File: src/rtl/boron_key_sched.sv
// BORON key schedule: loads a master key and streams NUM_RK round keys over valid/ready.
// Optional round-key buffer with a registered read port is enabled by defining BORON_KEY_RKBUF_EN.
module boron_key_sched #(
    parameter int KEY_W  = 128,
    parameter int ROT    = 13,
    parameter int SBOX_N = 2,
    parameter int NUM_RK = 26
) (
    input  logic             clk,
    input  logic             reset,
    input  logic             start,
    input  logic [KEY_W-1:0] key_in,
    output logic             busy,
    output logic             rk_valid,
    input  logic             rk_ready,
    output logic [63:0]      rk_data,
    output logic [4:0]       rk_idx,
    output logic             done,
    input  logic [4:0]       rd_idx,
    output logic [63:0]      rd_rk,
    output logic             rd_hit
);

    if (!(KEY_W == 80 || KEY_W == 128)) begin : g_bad_key_w
        $error("boron_key_sched: KEY_W must be 80 or 128");
    end
    if (ROT <= 0 || ROT >= KEY_W) begin : g_bad_rot
        $error("boron_key_sched: ROT must satisfy 0 < ROT < KEY_W");
    end
    if (SBOX_N < 1 || SBOX_N > 4) begin : g_bad_sbox_n
        $error("boron_key_sched: SBOX_N must be 1..4");
    end
    if (NUM_RK < 2 || NUM_RK > 32) begin : g_bad_num_rk
        $error("boron_key_sched: NUM_RK must be 2..32");
    end

    typedef enum logic [1:0] {IDLE, RUN, DONE} state_t;

    localparam logic [4:0] LAST_IDX = 5'(NUM_RK - 1);

    state_t           state;
    logic [KEY_W-1:0] key_reg;
    logic [4:0]       idx;

    function automatic logic [3:0] boron_sbox(input logic [3:0] x);
        case (x)
            4'h0: boron_sbox = 4'hE;
            4'h1: boron_sbox = 4'h4;
            4'h2: boron_sbox = 4'hB;
            4'h3: boron_sbox = 4'h1;
            4'h4: boron_sbox = 4'h7;
            4'h5: boron_sbox = 4'h9;
            4'h6: boron_sbox = 4'hC;
            4'h7: boron_sbox = 4'hA;
            4'h8: boron_sbox = 4'hD;
            4'h9: boron_sbox = 4'h2;
            4'hA: boron_sbox = 4'h0;
            4'hB: boron_sbox = 4'hF;
            4'hC: boron_sbox = 4'h8;
            4'hD: boron_sbox = 4'h5;
            4'hE: boron_sbox = 4'h3;
            default: boron_sbox = 4'h6;
        endcase
    endfunction

    function automatic logic [KEY_W-1:0] key_update(input logic [KEY_W-1:0] k,
                                                    input logic [4:0] i);
        logic [KEY_W-1:0] s;
        s = (k << ROT) | (k >> (KEY_W - ROT));
        for (int j = 0; j < SBOX_N; j++) begin
            s[4*j +: 4] = boron_sbox(s[4*j +: 4]);
        end
        s[63:59] = s[63:59] ^ i;
        return s;
    endfunction

    assign busy     = (state == RUN);
    assign rk_valid = (state == RUN);
    assign done     = (state == DONE);
    assign rk_data  = (state == RUN) ? key_reg[63:0] : 64'h0;
    assign rk_idx   = idx;

    // The final handshake parks in DONE with key and index frozen; start is ignored while RUN.
    always_ff @(posedge clk) begin
        if (reset) begin
            state   <= IDLE;
            key_reg <= '0;
            idx     <= '0;
        end else begin
            case (state)
                IDLE, DONE: begin
                    if (start) begin
                        key_reg <= key_in;
                        idx     <= '0;
                        state   <= RUN;
                    end
                end
                RUN: begin
                    if (rk_ready) begin
                        if (idx == LAST_IDX) begin
                            state <= DONE;
                        end else begin
                            key_reg <= key_update(key_reg, idx);
                            idx     <= idx + 5'd1;
                        end
                    end
                end
                default: state <= IDLE;
            endcase
        end
    end

`ifdef BORON_KEY_RKBUF_EN
    logic              handshake;
    logic              start_accept;
    logic [63:0]       rk_buf [NUM_RK];
    logic [NUM_RK-1:0] buf_valid;

    assign handshake    = (state == RUN) && rk_ready;
    assign start_accept = (state != RUN) && start;

    // Read port runs every cycle regardless of FSM state so keys can be fetched in any order.
    always_ff @(posedge clk) begin
        if (reset) begin
            for (int i = 0; i < NUM_RK; i++) begin
                rk_buf[i] <= '0;
            end
            buf_valid <= '0;
            rd_rk     <= '0;
            rd_hit    <= 1'b0;
        end else begin
            if (start_accept) begin
                buf_valid <= '0;
            end else if (handshake) begin
                buf_valid[idx] <= 1'b1;
                rk_buf[idx]    <= key_reg[63:0];
            end
            if (int'(rd_idx) < NUM_RK) begin
                rd_rk  <= rk_buf[rd_idx];
                rd_hit <= buf_valid[rd_idx];
            end else begin
                rd_rk  <= '0;
                rd_hit <= 1'b0;
            end
        end
    end
`else
    logic unused_rd_idx;
    assign unused_rd_idx = ^rd_idx;
    assign rd_rk         = '0;
    assign rd_hit        = 1'b0;
`endif

endmodule

File: config.mk
export PLATFORM = sky130hd
export DESIGN_NAME = boron_key_sched
export DESIGN_NICKNAME = d
export VERILOG_FILES = /design/src/rtl/boron_key_sched.sv
export SDC_FILE = /design/constraint.sdc
export NUM_CORES = 1
export LEC_CHECK = 0
export ABC_AREA = 1
export ABC_CLOCK_PERIOD_IN_PS = 1600
export CAP_MARGIN = 20
export CORE_ASPECT_RATIO = 1.4
export CORE_UTILIZATION = 35
export DETAILED_ROUTE_END_ITERATION = 16
export PLACE_DENSITY = 0.67
export SYNTH_ARGS = -nofsm -noshare
export SYNTH_HDL_FRONTEND = slang
export SYNTH_SLANG_ARGS = --single-unit
File: constraint.sdc
create_clock -name clk -period 1.6 [get_ports clk]
set_input_delay 0.24 -clock clk [delete_from_list [all_inputs] [get_ports clk]]
set_output_delay 0.24 -clock clk [all_outputs]
set_load 0.02 [all_outputs]
# After elaboration in Yosys (flattened, before gate mapping)
# Memories as Yosys holds them, arrays and structs flattened.
# Index checks and enable logic that the tools add are counted.
dict set report word_totals {
  register_bits 135
  rom_bits 128
  inputBits 137
  out_inout_bits 137
  elab_cells 33
  memories 2
}
# memory words width read_ports rd_ports_with_merged_regs write_ports line
set memory_table {}
lappend memory_table {{(no name shown)} 16 4 1 0 0 46} ;# case (x)
lappend memory_table {{(no name shown)} 16 4 1 0 0 46}
dict set report op_classes {
  add_sub_neg 1
  n_eq_ne 7
  mux 13
  bitwise 2
  n_reduce_logical 5
}
# operator count
set ops {}
lappend ops {{$mux 128} 3}
lappend ops {{$pmux 128 s2} 1}
lappend ops {{$or 128x13->128} 1}
lappend ops {{$mux 64} 1}
lappend ops {{$mux 5} 3}
lappend ops {{$pmux 5 s2} 1}
lappend ops {{$mux 2} 3}
lappend ops {{$add 5x1->5 const B} 1}
lappend ops {{$eq 5x5->1 const B} 1}
lappend ops {{$xor 5x5->5} 1}
lappend ops {{$ne 2x1->1 const B} 2}
lappend ops {{$ne 2x2->1 const B} 2}
lappend ops {{$pmux 2 s2} 1}
lappend ops {{$reduce_and 4->1} 1}
lappend ops {{$reduce_and 3->1} 1}
lappend ops {{$eq 2x1->1 const B} 1}
lappend ops {{$eq 2x2->1 const B} 1}
lappend ops {{$logic_not 2->1} 1}
lappend ops {{$reduce_bool 2->1} 1}
lappend ops {{$reduce_or 2->1} 1}

# Logic depth before layout (Yosys ltp)
dict set report logic_depth {
  ltp_word 5
  depth_mapped 12
  mapped_depth_nobuf 11
}

# Least setup slack after synthesis
# No wires, ideal clock.
dict set report synth_path {
  path_kind {register to register}
  from {reg idx[1], in the netlist rk_idx[1]}
  to {reg key_reg[61]}
  setup_time_ps 115
  arrival_time_ps 1583
  t_required_ps 1485
  setup_slack_ps -98
  stages_incl_launch_ff 13
  n_path_buf 2
  period_less_slack_ps 1698
  path_cell_list {dfxtp_1 inv_1 ha_1 nand2_1 inv_1 nand2_1 nand2_1 nand2_1 buf_2 buf_2 nand3_1 nand2_1 nor2_1}
}
dict set report synth_between {
  elab_chain_cells 3
}
# element line
set synth_lines {}
lappend synth_lines {{from (decl)} 43} ;# logic [4:0] idx;
lappend synth_lines {{from (signal assigned)} 104} ;# idx <= idx + 5'd1;
lappend synth_lines {{$eq 5x5->1} 100} ;# if (idx == LAST_IDX) begin
lappend synth_lines {{$ne 2x2->1 (no line)} -}
lappend synth_lines {{$reduce_and 4->1 (no line)} -}
lappend synth_lines {{to (signal assigned)} 93} ;# key_reg <= key_in;
lappend synth_lines {{to (signal assigned)} 103} ;# key_reg <= key_update(key_reg, idx);
lappend synth_lines {{to (decl)} 42} ;# logic [KEY_W-1:0] key_reg;
# Every way passes these cells.
# A chain may end at the register's enable or synchronous reset.

# Worst setup path in the final report
dict set report layout_path {
  from {reg state[1]}
  to {out rk_data[34]}
}
dict set report layout_between {
  elab_chain_cells 2
}
# element line
set layout_lines {}
lappend layout_lines {{from (decl)} 41} ;# state_t state;
lappend layout_lines {{from (signal assigned)} 86} ;# state <= IDLE;
lappend layout_lines {{from (signal assigned)} 95} ;# state <= RUN;
lappend layout_lines {{from (signal assigned)} 101} ;# state <= DONE;
lappend layout_lines {{$eq 2x1->1} 80} ;# assign rk_data = (state == RUN) ? key_reg[63:0] : 64'h0;
lappend layout_lines {{$mux 64} 80}
lappend layout_lines {{to (decl)} 16} ;# output logic [63:0] rk_data,
# Every way passes these cells.

==> metrics <==
initial antenna violation count=1; Final Cycle Share=101%; die area=23000 um^2; largest net degree at the start of global routing=69; final clock skew=0.0100 ns; TritonCTS Buffers=17; crit-path max FO=34; HP Class=in -> reg; VDD IR max=0.878 mV; outcome=complete, but fails checks; flop2flop setup slack=-0.01 ns; Final Slew Violations=0; Detail Route Antenna Nets=0; clk_lat worst skew=0.43 ns; Arrival @ worst endpoint=1.38 ns; Area Overhead vs Synth=56.9%; Gate power share=41.8%; fmax=617 MHz; initial drt markers=650; Avg Inst Size Synth=6.13 um^2; crit path launch=state[1]; Port-buffer cells=203; CP Cell Sequence=inv_4, nand2_8, buf_16, nor2_1, buf_4; Reg-to-Reg End=key_reg[88]; # setup viols final=28; routed len/inst=17.2 um; fillcell total=2069; clk buf depth=2; placed cell count=1750; GRT overflow=0; cells after synthesis=1276; Seq/Total Area, Yosys=34.5%; router iterations before antenna repair=6; Worst-path clk slew=0.06 ns; Switching Share=38.0%; Leakage=5.42 nW; layout cells sized above 1=22.6%; Final WS setup=-0.0203 ns; DR vias=9141; Yosys Warn Count=0; register bit count reported by yosys=135; Initial Util=35.8%; Netlist Area Pre-Place=7830 um^2; Sw Pwr=5.10 mW; final wirelength=31500 um; Final Util=56.2%; failing checks=setup timing; DRC violations left=0; Netlist cell types=20; Clock Power Share=27.8%; CTS sink count=135; RePlAce Congestion=0.904; PD cells=1090 nW/um^2; Crit-path slowest cell=dfxtp_2; CP Data Required Time=1.36 ns; Seq pwr share=30.4%; Ports=274; WS Path Type=reg -> out; die extent in x=128 um; P_int=8.31 mW; post-layout min period=1.62 ns; RSZ-0062 raised after global routing=true; Worst path max stage delay=0.33 ns; vias per cell=4.98; Die Y=179 um; actual slew at the worst max-slew pin=0.626 ns; Critical Path End Type=primary output; Root Buffer=clkbuf_16; final hold violation count=0; Reg2Reg Launch Point=state[1]; fin nets=1667; MaxCap Viol Count=0; R2R depth=9; CTS H-tree lvls=4; TritonCTS clock tree=built; dpl hpwl=19200 um; startpoint types=flop; Final Non-Filler Cells=1835; max reg flops=128; row count=64; number of global-route vias before repair=7870; Setup crit end=rk_data[34]; core area=21900 um^2; first-pass GRT wire length=41000 um; gr usage total=23.3%; max_slew headroom=58.3%
==> final cells by class <==
| cell class | instances | area, um^2 | share of cell area (%) |
|---|---|---|---|
| Sequential cell | 135 | 2710 | 22.1 |
| Multi-Input combinational cell | 957 | 4650 | 37.9 |
| Tap cell | 297 | 372 | 3.03 |
| Clock inverter | 14 | 114 | 0.927 |
| Timing Repair inverter | 1 | 8.76 | 0.0713 |
| Antenna cell | 1 | 2.50 | 0.0204 |
| Inverter | 91 | 357 | 2.90 |
| Clock buffer | 18 | 429 | 3.50 |
| Timing Repair Buffer | 321 | 3630 | 29.6 |
==> Yosys cell counts <==
library cell  count  share of area, %
buf_1             2             0.096
clkbuf_1         23               1.1
a21oi_1         136               8.7
inv_1            88               4.2
nand2_2           2              0.16
conb_1            1             0.048
inv_2             2             0.096
dfxtp_1         135                35
buf_4            68               6.5
nand4_1           1             0.080
o21ai_0          60               3.8
or2_2             1             0.080
nor2_4            1              0.14
nand2_1         435                21
clkinv_1          1             0.048
nor3_1            1             0.064
nand3_1         148               9.5
nor2_1           98               4.7
ha_1              6              0.96
buf_2            67               4.3
==> worst max-delay path: cells and delay by family (launching register included) <==
family        cells  cell delay (ns)
simple gates      2             0.19
buf+inv           3             0.40
flops             1             0.33
==> metal layers <==
| metal | up-vias | wire length, um | track usage [%] |
|---|---|---|---|
| li1 | 4414 | - | - |
| met1 | 4175 | 11900 | 26.4 |
| met2 | 478 | 16100 | 40.0 |
| met3 | 74 | 2270 | 5.01 |
| met4 | 0 | 1280 | 13.5 |
| met5 | - | 0 | 0 |
==> power groups by stage <==
stage	clock network [mW]	logic [mW]	registers, mW
CTS	3.73	4.21	4.06
global route	3.88	5.98	4.12
finish	3.73	5.60	4.08
detailed placement	0	4.12	4.12
floorplan	0	2.58	4.08
global placement	0	4.08	4.11
==> worst min-delay path by stage <==
stage | startpoint | end | slack [ns] | depth (start not counted)
after floorplan | rk_ready | state[0] | 0.43 | 3
after global placement | key_reg[94] | key_reg[94] | 0.45 | 2
after detailed placement | key_reg[109] | key_reg[109] | 0.45 | 2
after CTS | reset | state[0] | 0.21 | 3
after global routing | reset | key_reg[76] | 0.22 | 3
final | reset | key_reg[74] | 0.22 | 3
==> metrics by stage <==
step	total power, mW	worst slack [ns]	hold WS, ns	cell area [um^2]	TNS, ns
floorplan	6.66	0.0216	0.432	8070	0
global placement	8.20	-0.241	0.448	10300	-33.21
detailed placement	8.24	-0.246	0.452	10300	-35.75
CTS	12.0	-0.156	0.211	10900	-3.82
global route	14.0	-0.0870	0.220	12300	-6.39
finish	13.4	-0.0203	0.216	12300	-0.203
==> cell families (layout without fill, tap and decap cells) <==
| logic type | count (synthesis) | count (layout) | synth area share (%) |
|---|---|---|---|
| adders and majority gates | 6 | 6 | 0.959 |
| and+or+nand+nor | 687 | 690 | 35.6 |
| DFF | 135 | 135 | 34.5 |
| other | 1 | 66 | 0.0479 |
| AOI/OAI and AO/OA | 196 | 196 | 12.5 |
| buffers and inverters | 251 | 445 | 16.4 |
==> cell usage in the layout, fill, tap and decap left out, types with 14 or more instances in the layout <==
cell | synthesis | layout
nand2_1 | 435 | 418
dfxtp_1 | 135 | 131
clkdlybuf4s50_1 | 0 | 130
nand3_1 | 148 | 108
a21oi_1 | 136 | 107
buf_4 | 68 | 100
inv_1 | 88 | 86
nor2_1 | 98 | 71
conb_1 | 1 | 65
o21ai_0 | 60 | 53
clkbuf_16 | 0 | 42
nand3_2 | 0 | 40
buf_6 | 0 | 30
a21oi_2 | 0 | 29
nor2_2 | 0 | 22
buf_12 | 0 | 18
nand2_2 | 2 | 14
==> timing repair <==
action                     CTS  global route
hold buffers                 0             0
buffers inserted             4             8
pin swaps                    0            65
resized for setup          295           228
gates cloned                 2            39
setup endpoints to repair  192           190
(Power assumes the default switching activity.)
